`src/rtl/fifo_stream_reader.sv`:
```
// Read-side FIFO drain engine: pops under a credit limit, realigns data returning
// after the fixed read latency, and streams it out through a skid buffer.
module fifo_stream_reader #(
  parameter int unsigned DATA_WIDTH = 8,
  parameter int unsigned RD_LATENCY = 2,
  parameter int unsigned SKID_DEPTH = 4,
  parameter int unsigned CNT_WIDTH  = 16
) (
  input  logic                  rclk,
  input  logic                  rrst,
  input  logic                  enable,
  input  logic                  fifo_empty,
  output logic                  fifo_rd_en,
  input  logic [DATA_WIDTH-1:0] fifo_rd_data,
  output logic                  m_valid,
  input  logic                  m_ready,
  output logic [DATA_WIDTH-1:0] m_data,
  output logic                  idle,
  output logic [CNT_WIDTH-1:0]  words_out
);

  localparam int unsigned IDX_W = $clog2(SKID_DEPTH);
  localparam int unsigned PTR_W = IDX_W + 1;
  localparam int unsigned CRD_W = $clog2(SKID_DEPTH + RD_LATENCY + 1);

  logic [RD_LATENCY-1:0] pipe;
  logic [DATA_WIDTH-1:0] mem [SKID_DEPTH];
  logic [PTR_W-1:0]      wr_ptr;
  logic [PTR_W-1:0]      rd_ptr;
  logic [PTR_W-1:0]      occ;
  logic [CRD_W-1:0]      inflight;
  logic [CRD_W-1:0]      credits;
  logic                  land;
  logic                  take;
  logic                  full;

  // Occupancy and credit accounting from registered state only.
  always_comb begin
    inflight = '0;
    for (int i = 0; i < int'(RD_LATENCY); i++) begin
      inflight = inflight + CRD_W'(pipe[i]);
    end
    occ     = wr_ptr - rd_ptr;
    credits = CRD_W'(occ) + inflight;
    full    = (wr_ptr[IDX_W-1:0] == rd_ptr[IDX_W-1:0]) && (wr_ptr[IDX_W] != rd_ptr[IDX_W]);
    land    = pipe[RD_LATENCY-1];
  end

  // Pop only when the landing word is guaranteed a skid slot.
  always_comb begin
    fifo_rd_en = !rrst && enable && !fifo_empty && (credits < CRD_W'(SKID_DEPTH));
    m_valid    = (occ != '0);
    m_data     = mem[rd_ptr[IDX_W-1:0]];
    idle       = (occ == '0) && (inflight == '0);
    take       = m_valid && m_ready;
  end

  always_ff @(posedge rclk) begin
    if (rrst) begin
      pipe      <= '0;
      wr_ptr    <= '0;
      rd_ptr    <= '0;
      words_out <= '0;
      for (int i = 0; i < int'(SKID_DEPTH); i++) begin
        mem[i] <= '0;
      end
    end else begin
      pipe[0] <= fifo_rd_en;
      for (int i = 1; i < int'(RD_LATENCY); i++) begin
        pipe[i] <= pipe[i-1];
      end
      // Last pipe stage marks the cycle the FIFO word is on fifo_rd_data.
      if (land) begin
        mem[wr_ptr[IDX_W-1:0]] <= fifo_rd_data;
        wr_ptr                 <= wr_ptr + PTR_W'(1);
      end
      if (take) begin
        rd_ptr    <= rd_ptr + PTR_W'(1);
        words_out <= words_out + CNT_WIDTH'(1);
      end
    end
  end

endmodule

```
`config.mk`:
```
export PLATFORM = sky130hd
export DESIGN_NAME = fifo_stream_reader
export DESIGN_NICKNAME = d
export VERILOG_FILES = /design/src/rtl/fifo_stream_reader.sv
export SDC_FILE = /design/constraint.sdc
export NUM_CORES = 1
export LEC_CHECK = 0
export BUFFER_PORTS_ARGS = -buffer_cell sky130_fd_sc_hd__buf_2
export CAP_MARGIN = 0
export CORE_MARGIN = 2
export CORE_UTILIZATION = 51
export DETAILED_ROUTE_END_ITERATION = 12
export GPL_ROUTABILITY_DRIVEN = 0
export HOLD_SLACK_MARGIN = 0.15
export PLACE_DENSITY = 0.79
export SKIP_CTS_REPAIR_TIMING = 1
export SYNTH_ARGS = -nofsm -noshare
export SYNTH_HDL_FRONTEND = slang
export SYNTH_SLANG_ARGS = --single-unit
```
`constraint.sdc`:
```
create_clock -name rclk -period 2.4 [get_ports rclk]
set_clock_uncertainty 0.15 [all_clocks]
set_input_delay 0.36 -clock rclk [delete_from_list [all_inputs] [get_ports rclk]]
set_output_delay 0.36 -clock rclk [all_outputs]
set_load 0.01 [all_outputs]
```
* Word level (Yosys, flattened, before mapping)
Memory sizes are Yosys's and may differ from the RTL's. A register that Yosys moved wholly into a read port is not among the register bits.
Index checks and enable logic that the tools add are counted.
** Storage, ports and cells
- Register bits :: 24
- Memory bits (writable) :: 32
- Input port bits :: 13
- Memories :: 1
** Operators by class
- Add/sub/neg operators :: 6
- Order comparisons :: 1
- Mux-type cells :: 10
- Reductions and logical operators :: 11
** Memory list
- mem :: depth 4, bits a word 8, read ports 1, clocked after memory_dff 1, write ports 4, RTL line 27 : logic [DATA_WIDTH-1:0] mem [SKID_DEPTH];
** Operators by type and width (number)
- $add 16x1->16 const B :: 1
- $mux 8 :: 1
- $reduce_or 8->1 :: 1
- $add 3x1->3 const B :: 2
- $logic_not 3->1 :: 2
- $mux 1 :: 6
- $mux 2 :: 3
- $logic_and 1x1->1 :: 5
- $add 3x2->3 :: 1
- $lt 3x3->1 const B :: 1
- $reduce_bool 3->1 :: 1
- $sub 3x3->3 :: 1
- $add 1x1->2 :: 1
- $logic_not 1->1 :: 2

* Longest topological paths before layout
- Word-level depth :: 5
- Depth in mapped cells :: 8

* Worst setup path before layout
OpenSTA, ideal clock, no wires.
- Kind :: reg2out
- From :: reg wr_ptr[0]
- To :: out fifo_rd_en
- Arrival :: 2.200 ns
- Required time :: 1.890 ns
- Path slack :: -0.310 ns
- Stages on the path, launching flop included :: 9
- Buffers on the path :: 0
- Path through :: dfxtp_1 -> inv_1 -> ha_1 -> fa_1 -> inv_1 -> ha_1 -> a31oi_1 -> xnor2_1 -> nor4b_1
** On the way
- Longest elaborated chain between the ends :: 4
** Ends and longest elaborated chain
- start, declared :: RTL line 28 : logic [PTR_W-1:0] wr_ptr;
- start signal, assigned :: RTL line 75 : wr_ptr <= wr_ptr + PTR_W'(1);
- $sub 3x3->3 :: RTL line 43 : occ = wr_ptr - rd_ptr;
- $add 3x2->3 :: RTL line 44 : credits = CRD_W'(occ) + inflight;
- $lt 3x3->1 :: RTL line 51 : fifo_rd_en = !rrst && enable && !fifo_empty && (credits < CRD_W'(SKID_DEPTH));
- $logic_and 1x1->1 :: RTL line 51
- end, declared :: RTL line 13 : output logic fifo_rd_en,
No other way between the ends.

* Worst setup path after layout
Ends and elaborated chain as after synthesis.

==> summary.log <==
[setup_path] slowest stage cell on the critical path fa_1
[yosys] share of synthesized flip-flops with an asynchronous set or reset 0%
[clock_network] Sink Count 58
[global_route] number of global-route vias before repair 1609
[timing] Highest Clock Rate 357.6 MHz
[yosys] Netlist cell types 34
[power] part of the total power dissipated in the clock network 31.3%
[timing] worst-case headroom to the max-slew limit 67.19%
[floorplanning] die outline width 75.75 µm
[clock_network] clock tree from TritonCTS built
[timing] Hold WS 159.0 ps
[yosys] number of enable-type register cells in the synthesized netlist 32
[global_route] Overflow after GRT 0
[power] P_int 0.001914 W
[global_route] maximum number of pins on one net before global-route repair 32
[setup_path] chain of cells forming the critical path inv_4 -> ha_4 -> fa_1 -> inv_2 -> ha_4 -> a31oi_4 -> xnor2_2 -> nor4b_2 -> buf_2
[setup_path] Critical Path Sink Type primary output
[setup_path] Setup Crit Path Kind reg -> out
[timing] Final Hold Vio Count 0
[global_route] wire length of the first global-routing pass 7493 µm
[layout] design area 0.003259 mm²
[power] combinational cell fraction of total power 25.6%
[min_path] Worst Hold End pipe[0]$_SDFF_PP0_
[setup_path] slack of the worst reg-to-reg path 120 ps
[setup_path] critical path data arrival time 2290 ps
[floorplanning] die extent in y 75.75 µm
[setup_path] FF-to-FF Start wr_ptr[0]$_SDFFE_PP0P_
[layout] n_diodes 0
[global_route] number of antenna violations at the first check in global routing 0
[timing] max-slew violation count 0
[setup_path] startpoint type of the worst setup path flop
[clock_network] maximum clock path buffer count 2
[timing] transition time at the pin with the least slew margin 490.3 ps
[drt] first drt pass iteration count 4
[drt] number of vias after detailed routing 1803
[floorplanning] area of the die 0.005737 mm²
[yosys] mean instance size in the synthesized netlist 12.21 µm²
[setup_path] most common cell type on the critical path ha_4
[power] sequential share of power 43.1%
[global_route] global routing usage summed across all routing layers 17.79%
[layout] total area of sequential cells 0.001485 mm²
[yosys] warnings from Yosys 0
[yosys] synthesized netlist net count 236
[drt] initial drt markers 110
[drt] DRC violations left 0
[yosys] share of the yosys chip area belonging to registers 56.43%
[timing] unrepaired setup endpoints after global routing yes
[clock_network] clk slew on worst S/H paths 70 ps
[clock_network] clk_lat worst skew 330 ps
[power] fraction of power spent switching nets 28.54%
[power] sw power 0.0007643 W
[power] post-route total power 0.002679 W
[setup_path] CP max stage delay 510 ps
[placed_design] Port Buf Inserts 39
[power] LEAKAGE 1.341 nW
[run_status] status complete, but fails checks
[layout] commonest non-fill, non-tap cell in the layout buf_2
[flow_run] max-capacitance violation count 0
[floorplanning] Core ar. 0.005042 mm²
[setup_path] depth of the most critical reg-to-reg path 9
[clock_network] CTS H-tree depth 3
[yosys] synthesized flop and latch total 58
[min_path] count of cells along the worst hold path 2
[layout] area of the multi-input gates 0.001145 mm²
[yosys] Syn Inst Count 215
[layout] synthesis-to-finish area growth 24.17%
[placed_design] area after detailed placement 0.003030 mm²
[floorplanning] Ports 40
[timing] final-layout setup total negative slack -766.8 ps
[yosys] Most used DFF post-synth edfxtp_1
[placed_design] HPWL reported at the end of detailed placement 3287 µm
[setup_path] required arrival time at the worst endpoint 1890 ps
[power] worst vdd ir 551.2 µV
[layout] share of cells above drive strength 1 32.74%
[setup_path] Crit path buffers/inverters 3
[timing] clock period minus final worst setup slack 2796 ps
[drt] drt via density 5.137
[layout] total number of nets in the final design 297
[run_status] violated checks negative setup slack
[yosys] Cell Area, Synth 0.002625 mm²
[clock_network] Root Buffer Master clkbuf_8
[layout] most frequent cells in the layout buf_2, and2_1, edfxtp_1
[setup_path] logic depth of the worst path, buffers included 9
[timing] share of the cycle needed by the critical path after routing 116.5%
[layout] layout filler cell count 397
[drt] Post-DRT Antenna Nets 0
[min_path] startpoint of the most critical hold path enable
[clock_network] clock buffers created by TritonCTS 9
[floorplanning] # rows 26
[drt] final routed wire length divided by cell count 13.46 µm
[timing] final setup margin -396.2 ps
[setup_path] Worst path top cell family by delay adder cells
[timing] final-report setup violation count 3
[drt] total wirelength of the detailed-routed design 4723 µm
[floorplanning] initial standard-cell utilization of the core 52.06%
[layout] final standard cell utilization of the core 64.64%
[setup_path] highest fanout seen on the critical path 2
[min_path] Hold Path Class in -> reg
[power] areal power density over the cells 821.8 mW/mm²
synthesized netlist by cell type, types with 2 or more instances:
cell type / n / area, µm²
a21oi_1: 9 / 45.04
mux2i_1: 3 / 30.03
xnor2_1: 2 / 17.52
inv_1: 8 / 30.03
dfxtp_1: 26 / 520.5
nand4_1: 2 / 12.51
nand2_1: 6 / 22.52
clkbuf_1: 5 / 18.77
nor2_1: 17 / 63.81
nor4b_1: 2 / 17.52
mux4_2: 8 / 180.2
edfxtp_1: 32 / 960.9
or2_2: 4 / 25.02
or3_1: 7 / 43.79
o21ai_1: 2 / 10.01
o31ai_1: 2 / 15.01
and4_1: 3 / 26.28
and2_1: 32 / 200.2
ha_1: 7 / 87.58
nor3_1: 3 / 15.01
o211ai_1: 4 / 30.03
o21ai_0: 7 / 35.03
nand3_1: 2 / 10.01
and3_1: 3 / 18.77
or4_1: 2 / 15.01
xor2_1: 9 / 78.83
state kept, by name, indices dropped and copies added (netlist names), named ones only:
register,count
mem,32
pipe,2
rd_ptr,3
words_out,16
wr_ptr,3
how the worst max path moves through the flow:
stage,startpoint,end,slack [ps]
CTS,wr_ptr[0]$_SDFFE_PP0P_,fifo_rd_en,-560
detailed placement,wr_ptr[0]$_SDFFE_PP0P_,fifo_rd_en,-210
global placement,wr_ptr[0]$_SDFFE_PP0P_,fifo_rd_en,-170
floorplan,wr_ptr[0]$_SDFFE_PP0P_,fifo_rd_en,-120
global route,wr_ptr[0]$_SDFFE_PP0P_,fifo_rd_en,-520
finish,wr_ptr[0]$_SDFFE_PP0P_,fifo_rd_en,-400
power by group through the flow:
stage                     Sequential [W]  Clock, W  Combinational [W]
after floorplan                  0.00116         0           0.000401
after global placement           0.00117         0           0.000636
after detailed placement         0.00118         0           0.000647
after CTS                        0.00116  0.000847           0.000653
after global routing             0.00116  0.000889           0.000766
final                            0.00115  0.000839           0.000686
logic make-up after synthesis:
group / after synthesis / synth area share [%]
AO/OA/AOI/OAI: 28 / 6.673
XOR/XNOR: 12 / 4.624
buffers and inverters: 14 / 2.002
adder cells (fa/ha/maj): 8 / 4.099
flip-flops: 58 / 56.43
AND/OR/NAND/NOR: 84 / 18.16
multiplexers: 11 / 8.008
through the flow:
stage | worst slack [ps] | std cells
5_1_grt | -523.9 | 351
4_1_cts | -562.4 | 350
6_report | -396.2 | 351
2_1_floorplan | -119.0 | 215
3_3_place_gp | -173.6 | 334
3_5_place_dp | -209.2 | 334
final cells by class:
| type | instances | share of cell area, % |
|---|---|---|
| clock buffer | 9 | 3.800 |
| clock inverter | 7 | 1.843 |
| inverter | 8 | 0.9981 |
| multi-input combinational | 143 | 35.12 |
| sequential | 58 | 45.57 |
| tap | 70 | 2.687 |
| timing repair buffer | 56 | 9.981 |
layer usage:
| layer | vias to the layer above | GRT usage, % | share of wire (%) |
|---|---|---|---|
| met5 | - | 0 | 0 |
| met4 | 0 | 8.772 | 1.5 |
| li1 | 899 | - | - |
| met2 | 30 | 28.16 | 50 |
| met3 | 8 | 3.571 | 2.5 |
| met1 | 866 | 23.33 | 46 |
Power figures use the tool's default switching activity.
